### src/rtl/video_mode_detect.sv
// -----------------------------------------------------------------------------
// video_mode_detect
//   Measures Dreamcast input video timing. It counts hsync falling edges
//   between successive vsync falling edges and classifies each frame or field
//   as 480p (>= LINE_THRESHOLD lines) or 480i. The mode output changes only
//   after STABLE_FRAMES consecutive agreeing measurements. If no vsync arrives
//   within LINE_MAX lines, the block treats the signal as lost and re-enters
//   SEARCH.
//
// Ports
//   clock           in   DC pixel clock; all logic on the rising edge
//   reset_n         in   asynchronous active-low reset
//   hsync_n         in   raw hsync, active low, asynchronous to clock
//   vsync_n         in   raw vsync, active low, asynchronous to clock
//   _480p_active_n  out  0 = 480p active, 1 = 480i active
//   locked          out  last STABLE_FRAMES measurements agree with the mode
//   mode_changed    out  one-cycle pulse when _480p_active_n toggles
//   line_count      out  line count of the last completed frame or field
//   field_odd       out  only with VMD_FIELD_PARITY_EN defined: odd-length
//                        480i field indicator
//
// Configuration macro: VMD_FIELD_PARITY_EN (adds the field_odd output)
// -----------------------------------------------------------------------------
module video_mode_detect #(
  parameter int LINE_THRESHOLD = 400,
  parameter int STABLE_FRAMES  = 3,
  parameter int LINE_MAX       = 2047,
  parameter int CNT_W          = 11
) (
  input  logic             clock,
  input  logic             reset_n,
  input  logic             hsync_n,
  input  logic             vsync_n,
  output logic             _480p_active_n,
  output logic             locked,
  output logic             mode_changed,
  output logic [CNT_W-1:0] line_count
`ifdef VMD_FIELD_PARITY_EN
  ,
  output logic             field_odd
`endif
);

  localparam logic [CNT_W-1:0] LMAX_C   = CNT_W'(LINE_MAX);
  localparam logic [CNT_W-1:0] THRESH_C = CNT_W'(LINE_THRESHOLD);
  localparam logic [2:0]       STABLE_C = 3'(STABLE_FRAMES);

  typedef enum logic [0:0] {
    ST_SEARCH  = 1'b0,
    ST_MEASURE = 1'b1
  } state_t;

  state_t           state_q, state_d;

  // Synchronizers: meta -> sync -> delay, one chain per sync input.
  logic             hs_meta_q, hs_meta_d, hs_sync_q, hs_sync_d, hs_dly_q, hs_dly_d;
  logic             vs_meta_q, vs_meta_d, vs_sync_q, vs_sync_d, vs_dly_q, vs_dly_d;

  logic [CNT_W-1:0] cnt_q, cnt_d;
  logic [CNT_W-1:0] line_count_q, line_count_d;
  logic             cand_q, cand_d;          // 1 = candidate mode is progressive
  logic [2:0]       agree_q, agree_d;
  logic             active_n_q, active_n_d;
  logic             locked_q, locked_d;
  logic             mode_changed_q, mode_changed_d;
  logic             field_odd_q, field_odd_d;

  logic             hs_edge_s, vs_edge_s, prog_s;

  assign hs_edge_s = hs_dly_q & ~hs_sync_q;
  assign vs_edge_s = vs_dly_q & ~vs_sync_q;
  assign prog_s    = (cnt_q >= THRESH_C);

  // Synchronizer shift for both sync inputs.
  always_comb begin
    hs_meta_d = hsync_n;
    hs_sync_d = hs_meta_q;
    hs_dly_d  = hs_sync_q;
    vs_meta_d = vsync_n;
    vs_sync_d = vs_meta_q;
    vs_dly_d  = vs_sync_q;
  end

  // State register plus all datapath flops.
  always_ff @(posedge clock or negedge reset_n) begin
    if (!reset_n) begin
      state_q        <= ST_SEARCH;
      hs_meta_q      <= 1'b1;
      hs_sync_q      <= 1'b1;
      hs_dly_q       <= 1'b1;
      vs_meta_q      <= 1'b1;
      vs_sync_q      <= 1'b1;
      vs_dly_q       <= 1'b1;
      cnt_q          <= '0;
      line_count_q   <= '0;
      cand_q         <= 1'b0;
      agree_q        <= 3'd0;
      active_n_q     <= 1'b1;
      locked_q       <= 1'b0;
      mode_changed_q <= 1'b0;
      field_odd_q    <= 1'b0;
    end else begin
      state_q        <= state_d;
      hs_meta_q      <= hs_meta_d;
      hs_sync_q      <= hs_sync_d;
      hs_dly_q       <= hs_dly_d;
      vs_meta_q      <= vs_meta_d;
      vs_sync_q      <= vs_sync_d;
      vs_dly_q       <= vs_dly_d;
      cnt_q          <= cnt_d;
      line_count_q   <= line_count_d;
      cand_q         <= cand_d;
      agree_q        <= agree_d;
      active_n_q     <= active_n_d;
      locked_q       <= locked_d;
      mode_changed_q <= mode_changed_d;
      field_odd_q    <= field_odd_d;
    end
  end

  // Next-state logic: a vsync leaves SEARCH; a saturated counter returns there.
  always_comb begin
    state_d = state_q;
    case (state_q)
      ST_SEARCH: begin
        if (vs_edge_s) state_d = ST_MEASURE;
        else           state_d = ST_SEARCH;
      end
      ST_MEASURE: begin
        if (!vs_edge_s && (cnt_q == LMAX_C)) state_d = ST_SEARCH;
        else                                 state_d = ST_MEASURE;
      end
      default: state_d = ST_SEARCH;
    endcase
  end

  // Output/datapath logic: line counting, classification and hysteresis.
  always_comb begin
    cnt_d          = cnt_q;
    line_count_d   = line_count_q;
    cand_d         = cand_q;
    agree_d        = agree_q;
    active_n_d     = active_n_q;
    locked_d       = locked_q;
    mode_changed_d = 1'b0;
    field_odd_d    = field_odd_q;
    case (state_q)
      ST_SEARCH: begin
        locked_d = 1'b0;
        if (vs_edge_s) cnt_d = '0;
        else           cnt_d = cnt_q;
      end
      ST_MEASURE: begin
        if (vs_edge_s) begin
          line_count_d = cnt_q;
          // A coincident hsync belongs to the new frame, so it seeds the count.
          if (hs_edge_s) cnt_d = CNT_W'(1);
          else           cnt_d = '0;
          if (prog_s) field_odd_d = 1'b0;
          else        field_odd_d = cnt_q[0];
          if (prog_s == cand_q) begin
            if (agree_q < STABLE_C) agree_d = agree_q + 3'd1;
            else                    agree_d = agree_q;
          end else begin
            cand_d  = prog_s;
            agree_d = 3'd1;
          end
          // active_n is the inverse of the progressive flag, so equal values
          // mean the candidate differs from the current mode.
          if ((agree_d == STABLE_C) && (cand_d == active_n_q)) begin
            active_n_d     = ~cand_d;
            mode_changed_d = 1'b1;
          end else begin
            active_n_d     = active_n_q;
            mode_changed_d = 1'b0;
          end
          locked_d = (agree_d == STABLE_C) && (cand_d != active_n_d);
        end else if (cnt_q == LMAX_C) begin
          // Signal lost: hold the counter, drop lock and restart hysteresis.
          cnt_d    = cnt_q;
          locked_d = 1'b0;
          agree_d  = 3'd0;
        end else if (hs_edge_s) begin
          cnt_d = cnt_q + CNT_W'(1);
        end else begin
          cnt_d = cnt_q;
        end
      end
      default: begin
        cnt_d    = '0;
        locked_d = 1'b0;
      end
    endcase
  end

  assign _480p_active_n = active_n_q;
  assign locked         = locked_q;
  assign mode_changed   = mode_changed_q;
  assign line_count     = line_count_q;

`ifdef VMD_FIELD_PARITY_EN
  assign field_odd = field_odd_q;
`else
  logic unused_field_odd_s;
  assign unused_field_odd_s = field_odd_q;
`endif

endmodule

### config.mk
export PLATFORM = sky130hd
export DESIGN_NAME = video_mode_detect
export DESIGN_NICKNAME = d
export VERILOG_FILES = /design/src/rtl/video_mode_detect.sv
export SDC_FILE = /design/constraint.sdc
export NUM_CORES = 1
export LEC_CHECK = 0
export BUFFER_PORTS_ARGS = -buffer_cell sky130_fd_sc_hd__buf_2
export CAP_MARGIN = 5
export CELL_PAD_IN_SITES_DETAIL_PLACEMENT = 2
export CELL_PAD_IN_SITES_GLOBAL_PLACEMENT = 2
export CORE_MARGIN = 1.5
export CORE_UTILIZATION = 40
export CTS_CLUSTER_DIAMETER = 100
export DETAILED_ROUTE_END_ITERATION = 7
export HOLD_SLACK_MARGIN = 0.05
export PLACE_DENSITY_LB_ADDON = 0.15
export SETUP_SLACK_MARGIN = 0.5
export SLEW_MARGIN = 40
export SYNTH_ARGS = -nofsm -noshare
export SYNTH_HDL_FRONTEND = slang
export SYNTH_SLANG_ARGS = --single-unit
### constraint.sdc
create_clock -name clock -period 4.1 [get_ports clock]
set_input_delay 0.82 -clock clock [delete_from_list [all_inputs] [get_ports clock]]
set_output_delay 0.82 -clock clock [all_outputs]
set_load 0.05 [all_outputs]
==> summary.md <==
| Metric | Value |
|---|---|
| Outcome | `finished, final reports clean` |
| Sequential Power Share | `44.3%` |
| Synth Instances | `150` |
| GR Layer Usage met2 | `34.7%` |
| Clock Pin Slew Worst Setup and Hold Paths | `0.07 ns` |
| GRT Total Usage | `a little over a fifth` |
| Relative slew slack | `56.6%` |
| Least-Margin Pin Slew | `0.646 ns` |
| RSZ-0062 raised after global routing | `false` |
| Origin of the critical flop-to-flop path | `cnt_q[4]` |
| Peak VDD IR | `0.000209 V` |
| Cell Area, Synth | `between 1500 and 2000 µm²` |
| Crit. End Element | `primary output` |
| Most Crowded Layer GR | `met2` |
| Initial Util | `41.3%` |
| Cell Pwr Density | `520 nW/µm²` |
| Area Growth Syn to Fin | `16.2%` |
| Met1 usage | `26.2%` |
| Register-to-Register Path Depth | `6` |
| Vias per inst | `5.58` |
| Total CTS buffers | `5` |
| DRT iter0 DRCs | `39` |
| Max frequency | `516 MHz` |
| Fin cells | `223` |
| Tmin final | `~1.9 ns` |
| Clock Tree Root | `clkbuf_8` |
| Number of antenna violations at the first check in global routing | `0` |
| Global-route wire length before repair | `6.82 mm` |
| Number of global-route vias before repair | `roughly 1,300` |
| CP Buf/Inv Count | `1` |
| Clk_lat worst skew | `around 0.29 ns` |
| Post-route ant nets | `0` |
| Combinational power share | `roughly a fifth` |
| Wire length per cell | `18.6 µm` |
| Slowest cell on crit path | `dfstp_2` |
| Commonest non-fill, non-tap cell in the layout | `dfrtp_1` |
| Most frequent cells in the layout | `dfrtp_1 (29), nand2_1 (18), buf_2 (16)` |
| Die ar. | `~4500 µm²` |
| Synth Area per Inst | `10.9 µm²` |
| Remaining routing DRC violations | `0` |
| NetSw | `0.305 mW` |
| Core area | `3970 µm²` |
| Critical Path, Cell by Cell | `buf_2` |
| Crit path largest cell delay | `about 0.56 ns` |
| Hold-fix buffers, CTS | `0` |
| Post-Place Worst Slack | `2.20 ns` |
| Setup slack after layout | `2.16 ns` |
| Clk buf depth | `2` |
| Final Max Slew Viols | `0` |
| I/O Pins | `18` |
| Netlist cell types | `39` |
| Final setup fails | `0` |
| Critical Path RT | `3.28 ns` |
| CTS tree | `done` |
| Worst reg-to-reg setup slack | `2.17 ns` |
| Die H | `~67 µm` |
| Cell row count | `23` |
| Startpoint Class | `flop` |
| Internal | `0.686 mW` |
| CP arrival | `between 1 and 1.5 ns` |
| Htree depth | `2` |
| Global route overflow | `0` |
| Worst Path Class, Setup | `reg -> out` |
| Clock power frac | `35.0%` |
| HPWL Detailed | `2.80 mm` |
| Post-CTS sizing | `0` |
| Filler cells | `roughly 420` |
| Yosys warning total | `0` |
| DRT Wirelength | `4.16 mm` |
| RD Place Congestion | `0.810` |
| Final Hold Viols | `0` |
| Share of cells above drive strength 1 | `27.2%` |
| Final worst path period share | `47.3%` |
| HP Start | `hs_meta_q` |
| Sequential element share of the synthesized area | `55.4%` |
| Sw frac | `30.8%` |
| 1st-pass router iterations | `4` |
| CP max FO | `3` |
| Final instance area | `1910 µm²` |
| Port bufs | `17` |
| Worst Hold Class | `reg -> reg` |
| Post-route setup TNS | `0 ns` |
| Static Leakage | `0.856 nW` |
| Post-CTS Setup Inserts | `0` |
| Nets | `181` |
| Largest net degree at the start of global routing | `37` |
| Hold Path Sink | `hs_dly_d` |
| Post-layout util | `48.0%` |
| FF+latch count, synth | `36` |
| Post-DP Area | `1780 µm²` |
| Worst reg2reg endpoint | `_480p_active_n` |
| Hold path depth | `0` |
| Number of instances in the placed design | `approximately 220` |
| CP delay by family, top | `flip-flops` |
| Met3 usage in global routing | `5.74%` |
| Via count | `~1,200` |
| Ant. Diodes | `0` |
| Die Width | `67.1 µm` |
| Syn_nets | `159` |
| Max cap viols | `0` |
| CTS sink count | `36` |
| Clk_skew | `approximately 0.0026 ns` |
[metrics by stage]
| stage | power [mW] | hold slack, ns |
|---|---|---|
| 2_1_floorplan | 0.587 | 0.345 |
| 4_1_cts | 1.01 | 0.359 |
| 3_3_place_gp | 0.633 | 0.346 |
| 3_5_place_dp | 0.648 | 0.348 |
| 5_1_grt | 1.04 | 0.362 |
| 6_report | 0.991 | 0.358 |
[cells by family after synthesis]
kind of cell / Yosys count / share of synthesized area (%)
and+or+nand+nor: 52 / 17.4
xor gates and xnor gates: 1 / 0.534
DFF: 36 / 55.4
adders and majority gates: 5 / 3.81
buffers and inverters: 10 / 2.97
AOI/OAI and AO/OA: 39 / 15.1
muxes: 7 / 4.80
[worst max path at each step]
stage                                 to  slack, ns      startpoint  depth (start not counted)
final                     _480p_active_n       2.16  _480p_active_n                          1
after global routing      _480p_active_n       2.00        cnt_q[4]                          6
after CTS                 _480p_active_n       2.15  _480p_active_n                          1
after detailed placement  _480p_active_n       2.20        cnt_q[4]                          6
after global placement    _480p_active_n       2.26        vs_dly_q                          6
after floorplan           _480p_active_n       2.37        cnt_q[4]                          6
[per-layer routing]
layer  share of wire (%)  routed length (µm)
met1                  44                1820
met5                   0                   0
met4                 2.1                  88
met3                 2.8                 116
met2                  51                2130
[Yosys cell counts (all sizes together)]
cell type / count / area [µm²]
a21boi: 1 / 7.51
o31ai: 3 / 22.5
o21ai: 13 / 65.1
o21a: 1 / 7.51
dfrtp: 29 / 726
a21o: 1 / 7.51
nor3: 4 / 20.0
o311ai: 2 / 17.5
or3: 4 / 30.0
and3b: 1 / 10.0
a41o: 1 / 11.3
a211oi: 2 / 15.0
o41ai: 2 / 17.5
nand3b: 1 / 20.0
ha: 5 / 62.6
nand2: 18 / 67.6
dfstp: 7 / 184
a22o: 1 / 8.76
nand3: 5 / 30.0
mux2: 7 / 78.8
nor4: 3 / 18.8
nor3b: 1 / 7.51
o2bb2ai: 1 / 8.76
clkbuf: 2 / 7.51
buf: 2 / 18.8
nor2: 6 / 22.5
nor2b: 1 / 6.26
or4: 2 / 15.0
a31oi: 1 / 6.26
nand2b: 4 / 25.0
or2: 1 / 6.26
a21oi: 9 / 45.0
xnor2: 1 / 8.76
nand4: 1 / 6.26
inv: 6 / 22.5
o211ai: 1 / 7.51
[power groups by stage]
stage | registers, mW | clock network (mW) | logic, mW
5_1_grt | 0.445 | 0.367 | 0.226
4_1_cts | 0.439 | 0.359 | 0.209
2_1_floorplan | 0.488 | 0 | 0.0999
3_3_place_gp | 0.441 | 0 | 0.193
6_report | 0.439 | 0.346 | 0.206
3_5_place_dp | 0.444 | 0 | 0.204
[final cells by class]
type	count	area (µm²)	share of cell area (%)
clock buffers	7	96.3	5.05
inverters	6	22.5	1.18
clock inverters	1	30.0	1.57
repair buffers	19	103	5.38
well taps	50	62.6	3.28
flip-flops and latches	36	910	47.7
multi-input cells	104	683	35.8
Power figures use the tool's default switching activity.
